--- src/rtl/compare_iter_if.sv ---
`default_nettype none
// ============================================================================
// Package      : types
// Interface    : compare_iter_if
// Description  : Shared compare-operation encoding plus the valid/ready bus
//                bundle for compare_iter.
//                master : requester side (drives request, consumes result)
//                slave  : compare_iter side
// Signals      : in_valid/in_ready      request handshake
//                operand_a/operand_b    WIDTH-bit operands
//                cmp_op                 compare operation (cmp_op_t)
//                out_valid/out_ready    result handshake
//                result                 1-bit comparison outcome
// Revision     : 1.0 - initial release
// ============================================================================
package types;
  // Encodings 6 and 7 are unused; compare_iter reports result=0 for them.
  typedef enum logic [2:0] {
    CMP_EQ  = 3'd0,
    CMP_NE  = 3'd1,
    CMP_LT  = 3'd2,
    CMP_GE  = 3'd3,
    CMP_LTU = 3'd4,
    CMP_GEU = 3'd5
  } cmp_op_t;
endpackage

interface compare_iter_if #(
  parameter int WIDTH = 32
) ();
  logic               in_valid;
  logic               in_ready;
  logic [WIDTH-1:0]   operand_a;
  logic [WIDTH-1:0]   operand_b;
  types::cmp_op_t     cmp_op;
  logic               out_valid;
  logic               out_ready;
  logic               result;

  modport master (
    output in_valid, operand_a, operand_b, cmp_op, out_ready,
    input  in_ready, out_valid, result
  );

  modport slave (
    input  in_valid, operand_a, operand_b, cmp_op, out_ready,
    output in_ready, out_valid, result
  );
endinterface
`default_nettype wire

--- src/rtl/compare_iter.sv ---
`default_nettype none
// ============================================================================
// Module       : compare_iter
// Description  : Iterative RISC-V branch comparator. Evaluates EQ/NE/LT/GE/
//                LTU/GEU on WIDTH-bit operands CHUNK bits per cycle, MSB
//                chunk first, with valid/ready handshakes on both sides.
// Parameters   : WIDTH  operand width (default 32)
//                CHUNK  bits compared per cycle (default 8); WIDTH % CHUNK
//                       must be 0 and CHUNK <= WIDTH
// Ports        : clk    clock, all state updates on posedge
//                rst    synchronous active-high reset
//                bus    compare_iter_if.slave (request + result handshakes)
// Build option : CMP_EARLY_EXIT_EN - when defined, leave RUN on the first
//                differing chunk instead of always running N steps.
// Revision     : 1.0 - initial release
// ============================================================================
module compare_iter #(
  parameter int WIDTH = 32,
  parameter int CHUNK = 8
) (
  input  logic           clk,
  input  logic           rst,
  compare_iter_if.slave  bus
);
  import types::*;

  localparam int N  = WIDTH / CHUNK;
  localparam int CW = (N > 1) ? $clog2(N) : 1;
  localparam logic [CW-1:0] LAST = CW'(N - 1);

  localparam logic [1:0] IDLE = 2'd0;
  localparam logic [1:0] RUN  = 2'd1;
  localparam logic [1:0] DONE = 2'd2;

  generate
    if ((CHUNK < 1) || (CHUNK > WIDTH) || ((WIDTH % CHUNK) != 0)) begin : g_bad_params
      $error("compare_iter: CHUNK must divide WIDTH and not exceed it");
    end
  endgenerate

  logic [1:0]       state;
  logic [WIDTH-1:0] a_sh;
  logic [WIDTH-1:0] b_sh;
  cmp_op_t          op_q;
  logic [CW-1:0]    cnt;
  logic             decided;
  logic             lt;

  // Inverting the sign bit maps two's-complement order onto unsigned order,
  // so a single unsigned chunk comparator serves every op.
  logic             is_signed;
  logic [WIDTH-1:0] sign_flip;
  assign is_signed = (bus.cmp_op == CMP_LT) || (bus.cmp_op == CMP_GE);
  assign sign_flip = WIDTH'(is_signed) << (WIDTH - 1);

  // Operands are shifted left each step, so the chunk under test is always
  // the top CHUNK bits; this equals chunk k of the latched operands.
  logic [CHUNK-1:0] chunk_a;
  logic [CHUNK-1:0] chunk_b;
  logic             first_diff;
  assign chunk_a    = a_sh[WIDTH-1 -: CHUNK];
  assign chunk_b    = b_sh[WIDTH-1 -: CHUNK];
  assign first_diff = !decided && (chunk_a != chunk_b);

  always_ff @(posedge clk) begin
    if (rst) begin
      state   <= IDLE;
      a_sh    <= '0;
      b_sh    <= '0;
      op_q    <= CMP_EQ;
      cnt     <= '0;
      decided <= 1'b0;
      lt      <= 1'b0;
    end else begin
      case (state)
        IDLE: begin
          if (bus.in_valid) begin
            a_sh    <= bus.operand_a ^ sign_flip;
            b_sh    <= bus.operand_b ^ sign_flip;
            op_q    <= bus.cmp_op;
            cnt     <= '0;
            decided <= 1'b0;
            lt      <= 1'b0;
            state   <= RUN;
          end
        end
        RUN: begin
          if (first_diff) begin
            decided <= 1'b1;
            lt      <= (chunk_a < chunk_b);
          end
          a_sh <= a_sh << CHUNK;
          b_sh <= b_sh << CHUNK;
`ifdef CMP_EARLY_EXIT_EN
          if (first_diff || (cnt == LAST)) begin
            state <= DONE;
          end else begin
            cnt <= cnt + 1'b1;
          end
`else
          if (cnt == LAST) begin
            state <= DONE;
          end else begin
            cnt <= cnt + 1'b1;
          end
`endif
        end
        DONE: begin
          if (bus.out_ready) begin
            state <= IDLE;
          end
        end
        default: state <= IDLE;
      endcase
    end
  end

  logic res;
  always_comb begin
    res = 1'b0;
    if (state == DONE) begin
      case (op_q)
        CMP_EQ:  res = !decided;
        CMP_NE:  res = decided;
        CMP_LT:  res = lt;
        CMP_LTU: res = lt;
        CMP_GE:  res = !lt;
        CMP_GEU: res = !lt;
        default: res = 1'b0;
      endcase
    end
  end

  assign bus.in_ready  = (state == IDLE);
  assign bus.out_valid = (state == DONE);
  assign bus.result    = res;

endmodule
`default_nettype wire

--- src/flat_wrapper.sv ---
// flat-port wrapper written by rule: the top's interface ports become plain ports
module compare_iter_flat import types::*;
#(
  parameter int WIDTH = 32,
  parameter int CHUNK = 8
)
  (clk, rst, bus_in_valid, bus_operand_a, bus_operand_b, bus_cmp_op, bus_out_ready, bus_in_ready, bus_out_valid, bus_result);
  compare_iter_if #(.WIDTH(WIDTH)) bus_i ();
  input  logic clk;
  input  logic rst;
  input wire logic [$bits(bus_i.in_valid)-1:0] bus_in_valid;
  input wire logic [$bits(bus_i.operand_a)-1:0] bus_operand_a;
  input wire logic [$bits(bus_i.operand_b)-1:0] bus_operand_b;
  input wire logic [$bits(bus_i.cmp_op)-1:0] bus_cmp_op;
  input wire logic [$bits(bus_i.out_ready)-1:0] bus_out_ready;
  output wire logic [$bits(bus_i.in_ready)-1:0] bus_in_ready;
  output wire logic [$bits(bus_i.out_valid)-1:0] bus_out_valid;
  output wire logic [$bits(bus_i.result)-1:0] bus_result;
  assign bus_i.in_valid = bus_in_valid;
  assign bus_i.operand_a = bus_operand_a;
  assign bus_i.operand_b = bus_operand_b;
  assign bus_i.cmp_op = bus_cmp_op;
  assign bus_i.out_ready = bus_out_ready;
  assign bus_in_ready = bus_i.in_ready;
  assign bus_out_valid = bus_i.out_valid;
  assign bus_result = bus_i.result;
  compare_iter #(.WIDTH(WIDTH), .CHUNK(CHUNK)) u_core (.clk(clk), .rst(rst), .bus(bus_i));
endmodule
--- config.mk ---
export PLATFORM = sky130hd
export DESIGN_NAME = compare_iter_flat
export DESIGN_NICKNAME = d
export VERILOG_FILES = /design/src/rtl/compare_iter_if.sv /design/src/rtl/compare_iter.sv /design/src/flat_wrapper.sv
export SDC_FILE = /design/constraint.sdc
export NUM_CORES = 1
export LEC_CHECK = 0
export ABC_AREA = 1
export BUFFER_PORTS_ARGS = -buffer_cell sky130_fd_sc_hd__buf_2
export CAP_MARGIN = 40
export CORE_MARGIN = 1.5
export CORE_UTILIZATION = 35
export DETAILED_ROUTE_END_ITERATION = 12
export GPL_ROUTABILITY_DRIVEN = 0
export PLACE_DENSITY_LB_ADDON = 0.05
export SLEW_MARGIN = 20
export SYNTH_ARGS = -nofsm -noshare
export SYNTH_HDL_FRONTEND = slang
export SYNTH_SLANG_ARGS = --single-unit
--- constraint.sdc ---
create_clock -name clk -period 1.8 [get_ports clk]
set_clock_uncertainty 0.1 [all_clocks]
set_input_delay 0.09 -clock clk [delete_from_list [all_inputs] [get_ports clk]]
set_output_delay 0.09 -clock clk [all_outputs]
set_load 0.01 [all_outputs]
======== Word-level counts from Yosys, hierarchy flattened ========
Cells that the tools add are included.
operators by class
  $add $sub $neg .......................... 1
  bitwise logic cells ..................... 2
  multiplexer cells ....................... 18
  reduce and logical (&&, ||, !) cells .... 14
  magnitude comparators ................... 1
  equal/unequal tests ..................... 16
operators by type and width
  kind                 count
  $pmux 32 s2          2
  $mux 32              2
  $xor 32x32->32       2
  $eq 3x2->1 const B   4
  $mux 2               5
  $reduce_and 3->1     3
  $lt 8x8->1           1
  $ne 8x8->1           1
  $eq 3x3->1 const B   2
  $ne 2x2->1 const B   3
  $pmux 2 s3           1
  $eq 2x2->1 const B   2
  $mux 1               4
  $ne 2x1->1 const B   2
  $pmux 1 s2           2
  $pmux 1 s4           1
  $pmux 2 s2           1
  $reduce_and 2->1     2
  $reduce_or 2->1      2
  $eq 3x1->1 const B   1
  $logic_not 3->1      1
  $add 2x1->2 const B  1
  $eq 2x1->1 const B   1
  $logic_not 1->1      2
  other kinds (4)      4
word-level totals
  output and inout port bits .............. 3
  input bits .............................. 71
  word-level logic and storage cells ...... 59
  register bits ........................... 73

======== Longest topological paths before layout ========
Gate-level depths: netlist (run 1).
  depth after elaboration ................. 5
  gate-level depth with buffers ........... 10

======== Worst setup path before layout (run 1) ========
No wires, ideal clock.
  path type ............................... register to register
  start point ............................. register u_core.b_sh[31]
  end point ............................... register u_core.lt
  arrival ................................. 1.052 ns
  cell stages (with the launch flop) ...... 10
  setup slack ............................. 0.507 ns
  cells stage by stage .................... dfxtp_1 -> inv_1 -> ha_1 -> nand2_1 -> nor2_1 -> nand2_1 -> nand2_2 -> nor2_1 -> nand2_1 -> a21oi_2
on the way
  word-level cells in the longest chain between the ends .. 4
  elaborated cells on any way between the ends .. 7
  classes of those cells .................. order compare (1); eq/ne (2); mux (2); reduce/logical (2)
RTL lines
  item                                                RTL line            text
  from (decl)                                         compare_iter.sv:43  logic [WIDTH-1:0] b_sh;
  from (signal assigned)                              compare_iter.sv:79  b_sh <= bus.operand_b ^ sign_flip;
  from (signal assigned)                              compare_iter.sv:93  b_sh <= b_sh << CHUNK;
  branches (longest 4 deep; another with $lt 8x8->1)  --
  to (signal assigned)                                compare_iter.sv:90  lt <= (chunk_a < chunk_b);
  to (decl)                                           compare_iter.sv:47  logic lt;
Several ways; the timed one is not identified. The select of a mux whose other input is x is not followed.
A chain may end at the register's enable or synchronous reset.

======== Final worst setup path (run 1) ========
  start point ............................. register u_core.decided
  end point ............................... output bus_result
on the way
  word-level cells in the longest chain between the ends .. 3
RTL lines
  item                    RTL line             text
  from (decl)             compare_iter.sv:46   logic decided;
  from (signal assigned)  compare_iter.sv:72   decided <= 1'b0;
  from (signal assigned)  compare_iter.sv:82   decided <= 1'b0;
  from (signal assigned)  compare_iter.sv:89   decided <= 1'b1;
  $logic_not 1->1         compare_iter.sv:123  CMP_EQ: res = !decided;
  $pmux 1 s4 *            compare_iter.sv:122  case (op_q)
  $mux 1 *                compare_iter.sv:121  if (state == DONE) begin
  to (decl)               flat_wrapper.sv:18   output wire logic [$bits(bus_i.result)-1:0] bus_result;
Mark *: on every way between the ends. The rest lies on a longest branch, timed or not.

==> results of run 1 <==
[state kept, by name (all words and copies together) (netlist names)]
name and flops:
u_core.a_sh 32, u_core.b_sh 32, u_core.op_q 3, u_core.cnt 2, u_core.state 2, u_core.decided 1
u_core.lt 1
[report_power, final]
group	switching, uW	leakage [uW]	internal (uW)
Combinational	387	0.00117	355
Sequential	85.5	0.000603	1760
Clock	606	0.000113	817
[placed cells by master (no fill, tap or decap), types with 3 or more instances in the layout]
| cell | instances |
|---|---|
| buf_2 | 73 |
| nor2_1 | 15 |
| buf_12 | 3 |
| a21oi_1 | 59 |
| nand2_2 | 11 |
| dfxtp_1 | 73 |
| buf_4 | 6 |
| nand2_4 | 3 |
| clkbuf_8 | 10 |
| a21oi_2 | 11 |
| o21ai_0 | 4 |
| inv_1 | 56 |
| dlygate4sd3_1 | 58 |
| nand2_1 | 51 |
| ha_1 | 9 |
| o221ai_1 | 44 |
[cell families (layout without fill, tap and decap cells)]
| logic type | after synthesis | count (layout) |
|---|---|---|
| AOI/OAI and AO/OA | 123 | 123 |
| and+or+nand+nor | 85 | 85 |
| buffers and inverters | 84 | 214 |
| DFF | 73 | 73 |
| adders and majority gates | 9 | 9 |
| xor gates and xnor gates | 4 | 4 |
[path summary, 6_finish.rpt]
path                                        start         endpoint  slack, ns  cells after the start
worst min register to register    u_core.b_sh[14]  u_core.b_sh[14]       0.35                      2
worst max register to register    u_core.state[0]  u_core.b_sh[27]       0.29                      5
worst min-delay path            bus_operand_a[27]  u_core.a_sh[27]     -0.002                      3
worst max-delay path               u_core.decided       bus_result       0.28                      4
[metal layers]
layer / global-route usage [%] / vias up
li1: - / 1542
met1: 24.2 / 1346
met2: 27.9 / 47
met3: 3.76 / 11
met4: 6.15 / 0
met5: 0 / -
[worst min-delay path, delay by kind of cell]
family | cells | cell delay [ns]
AO/OA/AOI/OAI | 2 | 0.24
buffers and inverters | 1 | 0.08
[area by class of cell]
| type | count | area share, % |
|---|---|---|
| timing repair buffer | 140 | 23.6 |
| clock inverter | 5 | 1.77 |
| inverter | 58 | 4.94 |
| sequential | 73 | 32.8 |
| tap | 108 | 3.03 |
| clock buffer | 11 | 3.17 |
| multi-input combinational | 221 | 30.7 |
[stage by stage]
step	instance area (sq um)	setup WS, ns	power, uW	std cells	hold slack (ns)
detailed placement	3660	0.237	2530	542	0.251
global route	4460	0.138	4230	616	0.0152
finish	4460	0.278	4010	616	-0.00215
floorplan	3220	0.507	2320	378	0.137
global placement	3660	0.304	2530	542	0.247
CTS	4460	0.231	4060	616	0.00185
[timing repair]
| action | 4_1_cts | 5_1_grt |
|---|---|---|
| setup endpoints to repair | 0 | 0 |
| hold buffers | 58 | 0 |
| hold endpoints to repair | 58 | 0 |
==> run metrics, run 1 <==
Yosys Warn Count=0; post-layout util=50.6%; Synth Flop Type=dfxtp_1; # Post-CTS Setup Buffers=0; Routed WL per cell=13.7 microns; #FFs+latches synth=73; compound-cell area share of the yosys netlist=25.9%; drt pass-1 iters=8; DRT met1 WL=4.09 mm; Synth Area in XOR/XNOR=1.09%; root buffer cell=clkbuf_8; mux contribution to synthesized area=0%; antenna violations before repair=0; vias per cell=4.78; pin count of the biggest net entering global routing=38; metal3 WL=255 microns; Worst path slowest cell=dfxtp_1; Netlist cell types=27; Worst-Margin Slew=0.379 ns; uppermost routed layer=met4; crit end category=primary output; Syn Inst Count=378; first-pass GRT wire length=13.8 mm; top cells by area, synth=dfxtp_1 (45%), o221ai_1 (12%), a21oi_1 (9.2%), inv_1 (6.5%), nand2_1 (6.0%); setup TNS=0 ns; DRC=3; final wirelength=8.43 mm; CTS clk-pin slew, worst paths=0.08 ns; n_diodes=0; Req. time, crit path=1.61 ns; die area=9770 sq um; leakage=0.00189 uW; failing checks=design-rule violations, negative hold slack; Initial Util=36.5%; WHS=-0.00215 ns; Async SR Flop Fraction=0%; Die Wd=98.9 microns; min Tclk post-route=1.52 ns; Rows=34; total number of vias=2946; area grow syn2layout=38.6%; crit-path cells=xnor2_1, nand2_1, a21boi_0, buf_2; Die Span Y=98.9 microns; Syn Nets=458; Max-slew headroom=74.7%; hpwl dp=5.46 mm; Post-synth top cells=dfxtp_1 (73), a21oi_1 (59), inv_1 (56), nand2_1 (51), o221ai_1 (44); CTS sink count=73; Worst Path Buf+Inv=1; Seq/Total Area, Yosys=45.4%; critical path type=reg -> out; Largest delay share family, worst path=flip-flops; CP startpoint kind=register; Avg Inst Size Synth=8.51 sq um; period utilisation layout=84.6%; Hold Crit Class=in -> reg; Skew-Pair Late Insertion Delay=0.34 ns; core area=8810 sq um; Num CTS Buffers=9; Multi-input gate area=1370 sq um; CTS tree=done; Routed Antenna Nets=0; Layout Nets=583; f_max=0.657 GHz; critical path arrival=1.33 ns; most common cell in the synthesized netlist=dfxtp_1; DR iter-0 viols=117; GRT overflow=0; metal2 WL=3.95 mm; Fill cells=868; number of enable flip-flop cells after synthesis=0; Mapped Area=3220 sq um; MaxCap Viol Count=0; register area=1460 sq um; RSZ-0062 raised after global routing=no; vias in the first global route=2878; Slew Viols, Final=0; share of the synthesized area in the top cell type=45.4%; Max stage delay on crit path=0.46 ns; worst-path maximum fanout=3; Adder-Cell Fraction of Synth Area=3.50%; # port buffers=73; Total GRT Usage=17.8%; Ports=74; leading area contributor after synthesis=dfxtp_1; clock buffer depth=2; share of cells above drive strength 1=25.0%; largest family of logic cells by synthesized area=compound AO/OA/AOI/OAI gates; post-CTS resize count=0; Power Dens Cells=900 nW/um^2; H-tree levels=3; Fin. Hold Viols=1; Max VDD drop=0.000558 V; final setup fails=0; status=complete, but fails checks; simple-gate portion of the synthesized area=12.1%
Power figures use the tool's default switching activity.
==> run 2: changes to the inputs <==
Clock period 1.8 ns to 1.6 ns, I/O delays scaled along.
==> run 2 against run 1 <==
Clock power grew 24%. Register-to-register slack worse by 0.17 ns. Sequential cell count is the same. Largest power group unchanged. Setup slack worse by 0.16 ns. The flow finishes with violations (design-rule violations). Largest cell class unchanged. Highest routed layer unchanged. First-iteration DRC count grew 6.0%. Die area did not move. Worst hold slack gained 0.012 ns.
==> run metrics, run 2 (synthesis gave the netlist of run 1 again) <==
antenna violations before repair=0; core area=8810 sq um; DR iter-0 viols=124; critical path arrival=1.61 ns; commonest non-fill, non-tap cell in the layout=buf_2; min Tclk post-route=1.48 ns; Num CTS Buffers=9; Layout Nets=588; Rows=34; critical path type=reg -> reg; Worst Path Buf+Inv=2; CP dominant cell by count=nand2_4; vias in the first global route=2751; Worst-Margin Slew=0.375 ns; Max stage delay on crit path=0.45 ns; total number of vias=2964; leakage=0.00192 uW; Ports=74; hpwl dp=5.37 mm; Die Wd=98.9 microns; H-tree levels=3; Final Worst Setup Slack=0.116 ns; CTS clk-pin slew, worst paths=0.07 ns; Die Span Y=98.9 microns; drt pass-1 iters=8; CTS sink count=73; area grow syn2layout=41.0%; n_diodes=0; Total GRT Usage=17.4%; commonest non-fill, non-tap cells in the layout=buf_2 (73), dfxtp_1 (72), dlygate4sd3_1 (62); GRT overflow=0; vias per cell=4.77; clock buffer depth=2; MaxCap Viol Count=0; crit-path cells=nor2_4, nand2_4, nand2_4, inv_4, buf_4, a21oi_1; Routed Antenna Nets=0; first-pass GRT wire length=13.5 mm; Skew-Pair Late Insertion Delay=0.34 ns; Initial Util=36.5%; RSZ-0062 raised after global routing=no; Fill cells=893; worst-path maximum fanout=20; biggest regs=u_core.a_sh: 32 flops, u_core.b_sh: 32 flops, u_core.op_q: 3 flops; Max VDD drop=0.000548 V; status=complete, but fails checks; CTS tree=done; pre-CTS setup slack=0.125 ns; final wirelength=8.53 mm; share of cells above drive strength 1=25.3%; failing checks=design-rule violations; Area after DPL=3660 sq um; # port buffers=73; CP startpoint kind=register; Fin. Hold Viols=0; Req. time, crit path=1.73 ns; Largest delay share family, worst path=buffers and inverters; f_max=0.674 GHz; root buffer cell=clkbuf_8; Worst path slowest cell=dfxtp_1; pin count of the biggest net entering global routing=48; Power Dens Cells=1030 nW/um^2; Routed WL per cell=13.7 microns; period utilisation layout=92.8%; Max-slew headroom=75.0%; die area=9770 sq um; setup TNS=0 ns; Hold Crit Class=in -> reg; Slew Viols, Final=0; Final Instance Area=4530 sq um; final setup fails=0; DRC=3; crit end category=register
## run 2: stage by stage
stage	std cells	power [uW]	hold WS, ns	utilization (%)
after global routing	621	4940	0.00556	51.5
after global placement	543	2850	0.236	41.6
after floorplan	378	2610	0.127	-
final	621	4680	0.0102	51.5
after CTS	621	4750	0.0000290	51.4
after detailed placement	543	2850	0.238	41.6
## run 2: area by class of cell
class	count	area, sq um	share of cell area (%)
multi-input combinational	221	1370	30.3
inverter	58	220	4.86
timing repair buffer	145	1100	24.2
clock buffer	11	141	3.12
tap	108	135	2.98
sequential	73	1460	32.3
clock inverter	5	103	2.26
## run 2: per-layer routing
layer	vias up	global-route usage (%)	wire length (microns)
li1	1550	-	-
met1	1350	23.7	4240
met2	60	27.7	3920
met3	4	4.33	315
met4	0	3.96	51
met5	-	0	0
## run 2: tightest hold or removal path: stages
cell and delay [ns]:
buf_2 0.08, o221ai_1 0.12, a21oi_1 0.13
## run 2: path summary, 6_finish.rpt
check / end / depth (start not counted) / start / slack (ns)
setup / recovery: u_core.a_sh[30] / 6 / u_core.state[0] / 0.12
hold / removal: u_core.a_sh[12] / 3 / bus_operand_a[12] / 0.01
setup reg to reg: u_core.a_sh[30] / 6 / u_core.state[0] / 0.12
hold reg to reg: u_core.a_sh[15] / 2 / u_core.a_sh[15] / 0.35
## run 2: repair_timing
item | 4_1_cts | 5_1_grt
endpoints found under the setup margin | 0 | 1
hold buffers | 62 | 0
buffers inserted | 0 | 0
endpoints found under the hold margin | 62 | 0
resized for setup | 0 | 3
## run 2: power breakdown
group          internal [uW]  switching (uW)  total [uW]  leakage [uW]
combinational            408             442         850       0.00119
clock                   1080             682        1760      0.000120
sequential              1980            94.4        2070      0.000604
==> run 3: changes to the inputs <==
Settings changed: RECOVER_POWER from default to 50.
==> run 3 against run 2 <==
The flow still finishes with violations (design-rule violations). Setup slack got worse by 0.0018 ns. Non-clock buffer count unchanged. Sequential share of layout area increased by 0.13 points. Combinational power decreased by 0.9%. Count of clock-buffer cells in the layout unchanged. Register-to-register slack about the same. Sequential power about the same. Final area decreased by 0.41%. Sequential cell count unchanged. Critical path type unchanged. Critical endpoint is now u_core.b_sh[15]. Highest routed layer unchanged.
==> run metrics, run 3 (synthesis gave the netlist of run 1 again) <==
status=complete, but fails checks; failing checks=design-rule violations; biggest regs=u_core.a_sh: 32 flops, u_core.b_sh: 32 flops, u_core.op_q: 3 flops; Total GRT Usage=17.4%; Sw Pwr=1210 uW; clock buffer depth=2; Initial Util=36.5%; Worst-Margin Slew=0.398 ns; Ports=74; clock network fraction of design power=37.5%; final wirelength=8.55 mm; Hold Crit Class=in -> reg; antenna violations before repair=0; first-pass GRT wire length=13.5 mm; H-tree levels=3; min Tclk post-route=1.49 ns; GRT overflow=0; area grow syn2layout=40.4%; Max VDD drop=0.000546 V; pin count of the biggest net entering global routing=48; sw frac=25.9%; Power Dens Cells=1030 nW/um^2; MaxCap Viol Count=0; DP Cell Count=543; Fill cells=899; pre-CTS setup slack=0.125 ns; Routed Antenna Nets=0; Logic pwr share=18.0%; Hold Path Depth=3; final setup fails=0; Final Worst Setup Slack=0.114 ns; Num CTS Buffers=9; RSZ-0062 raised after global routing=no; Rows=34; Slew Viols, Final=0; total number of vias=2969; crit end category=register; share of cells above drive strength 1=25.0%; Req. time, crit path=1.72 ns; root buffer cell=clkbuf_8; CTS clk-pin slew, worst paths=0.07 ns; CP startpoint kind=register; drt pass-1 iters=8; Worst Reg-to-Reg Cells=6; hpwl dp=5.37 mm; total power=4670 uW; final cell count without fillers=621; Fin. Hold Viols=0; commonest non-fill, non-tap cells in the layout=buf_2 (73), dfxtp_1 (72), dlygate4sd3_1 (62); worst-path maximum fanout=20; # port buffers=73; vias in the first global route=2751; # Post-CTS Setup Buffers=0; Final Instance Area=4510 sq um; Layout Nets=588; internal power=3460 uW; Die Wd=98.9 microns; Routed WL per cell=13.8 microns; f_max=0.673 GHz; CTS sink count=73; DRC=3; CTS tree=done; n_diodes=0; commonest non-fill, non-tap cell in the layout=buf_2; period utilisation layout=92.9%; leakage=0.00191 uW; setup TNS=0 ns; Reg power frac=44.4%; critical path type=reg -> reg; vias per cell=4.78; critical path arrival=1.60 ns; Max-slew headroom=73.4%; Area after DPL=3660 sq um; Die Span Y=98.9 microns; core area=8810 sq um; die area=9770 sq um; DR iter-0 viols=113; Skew-Pair Late Insertion Delay=0.33 ns
run 3: cell count changes in the layout (fill, tap and decap cells not counted), sizes merged:
cell	before	now
clkbuf	11	12
buf	83	82
run 3: routing by layer:
metal	wire length, microns	share of wire, %	track usage, %	vias up
met2	3940	46	27.7	63
met4	29	0.34	3.96	0
met3	303	3.5	4.33	2
li1	-	-	-	1554
met5	0	0	0	-
met1	4280	50	23.7	1350
run 3: path summary, 6_finish.rpt:
path / startpoint / to / slack, ns
max: u_core.state[0] / u_core.b_sh[15] / 0.11
min: bus_operand_a[12] / u_core.a_sh[12] / 0.01
max reg2reg: u_core.state[0] / u_core.b_sh[15] / 0.11
min reg2reg: u_core.a_sh[15] / u_core.a_sh[15] / 0.35
run 3: area by class of cell:
cell class | count | area (sq um) | share of cell area (%)
Tap cell | 108 | 135 | 2.99
Timing Repair Buffer | 145 | 1090 | 24.1
Clock inverter | 5 | 103 | 2.27
Sequential cell | 73 | 1460 | 32.4
Clock buffer | 11 | 141 | 3.13
Multi-Input combinational cell | 221 | 1370 | 30.2
Inverter | 58 | 220 | 4.88
run 3: timing repair:
item,4_1_cts,5_1_grt
setup endpoints to repair,0,1
hold buffers,62,0
endpoints found under the hold margin,62,0
resized for setup,0,3
run 3: power by group through the flow:
stage / sequential [uW] / clock (uW) / combinational, uW
after global placement: 2110 / 0 / 732
after detailed placement: 2110 / 0 / 739
after global routing: 2090 / 1890 / 945
after CTS: 2070 / 1820 / 858
after floorplan: 2090 / 0 / 523
final: 2080 / 1750 / 842
run 3: metrics by stage:
stage	utilization, %	hold WS, ns
global route	51.3	0.00556
detailed placement	41.6	0.238
global placement	41.6	0.236
CTS	51.4	0.0000290
floorplan	-	0.127
finish	51.3	0.0103
run 3: critical path: stages (launching register included):
cell,delay (ns)
dfxtp_1,0.45
nor2_4,0.07
nand2_4,0.13
nand2_4,0.07
inv_4,0.22
clkbuf_2,0.24
a21oi_1,0.09
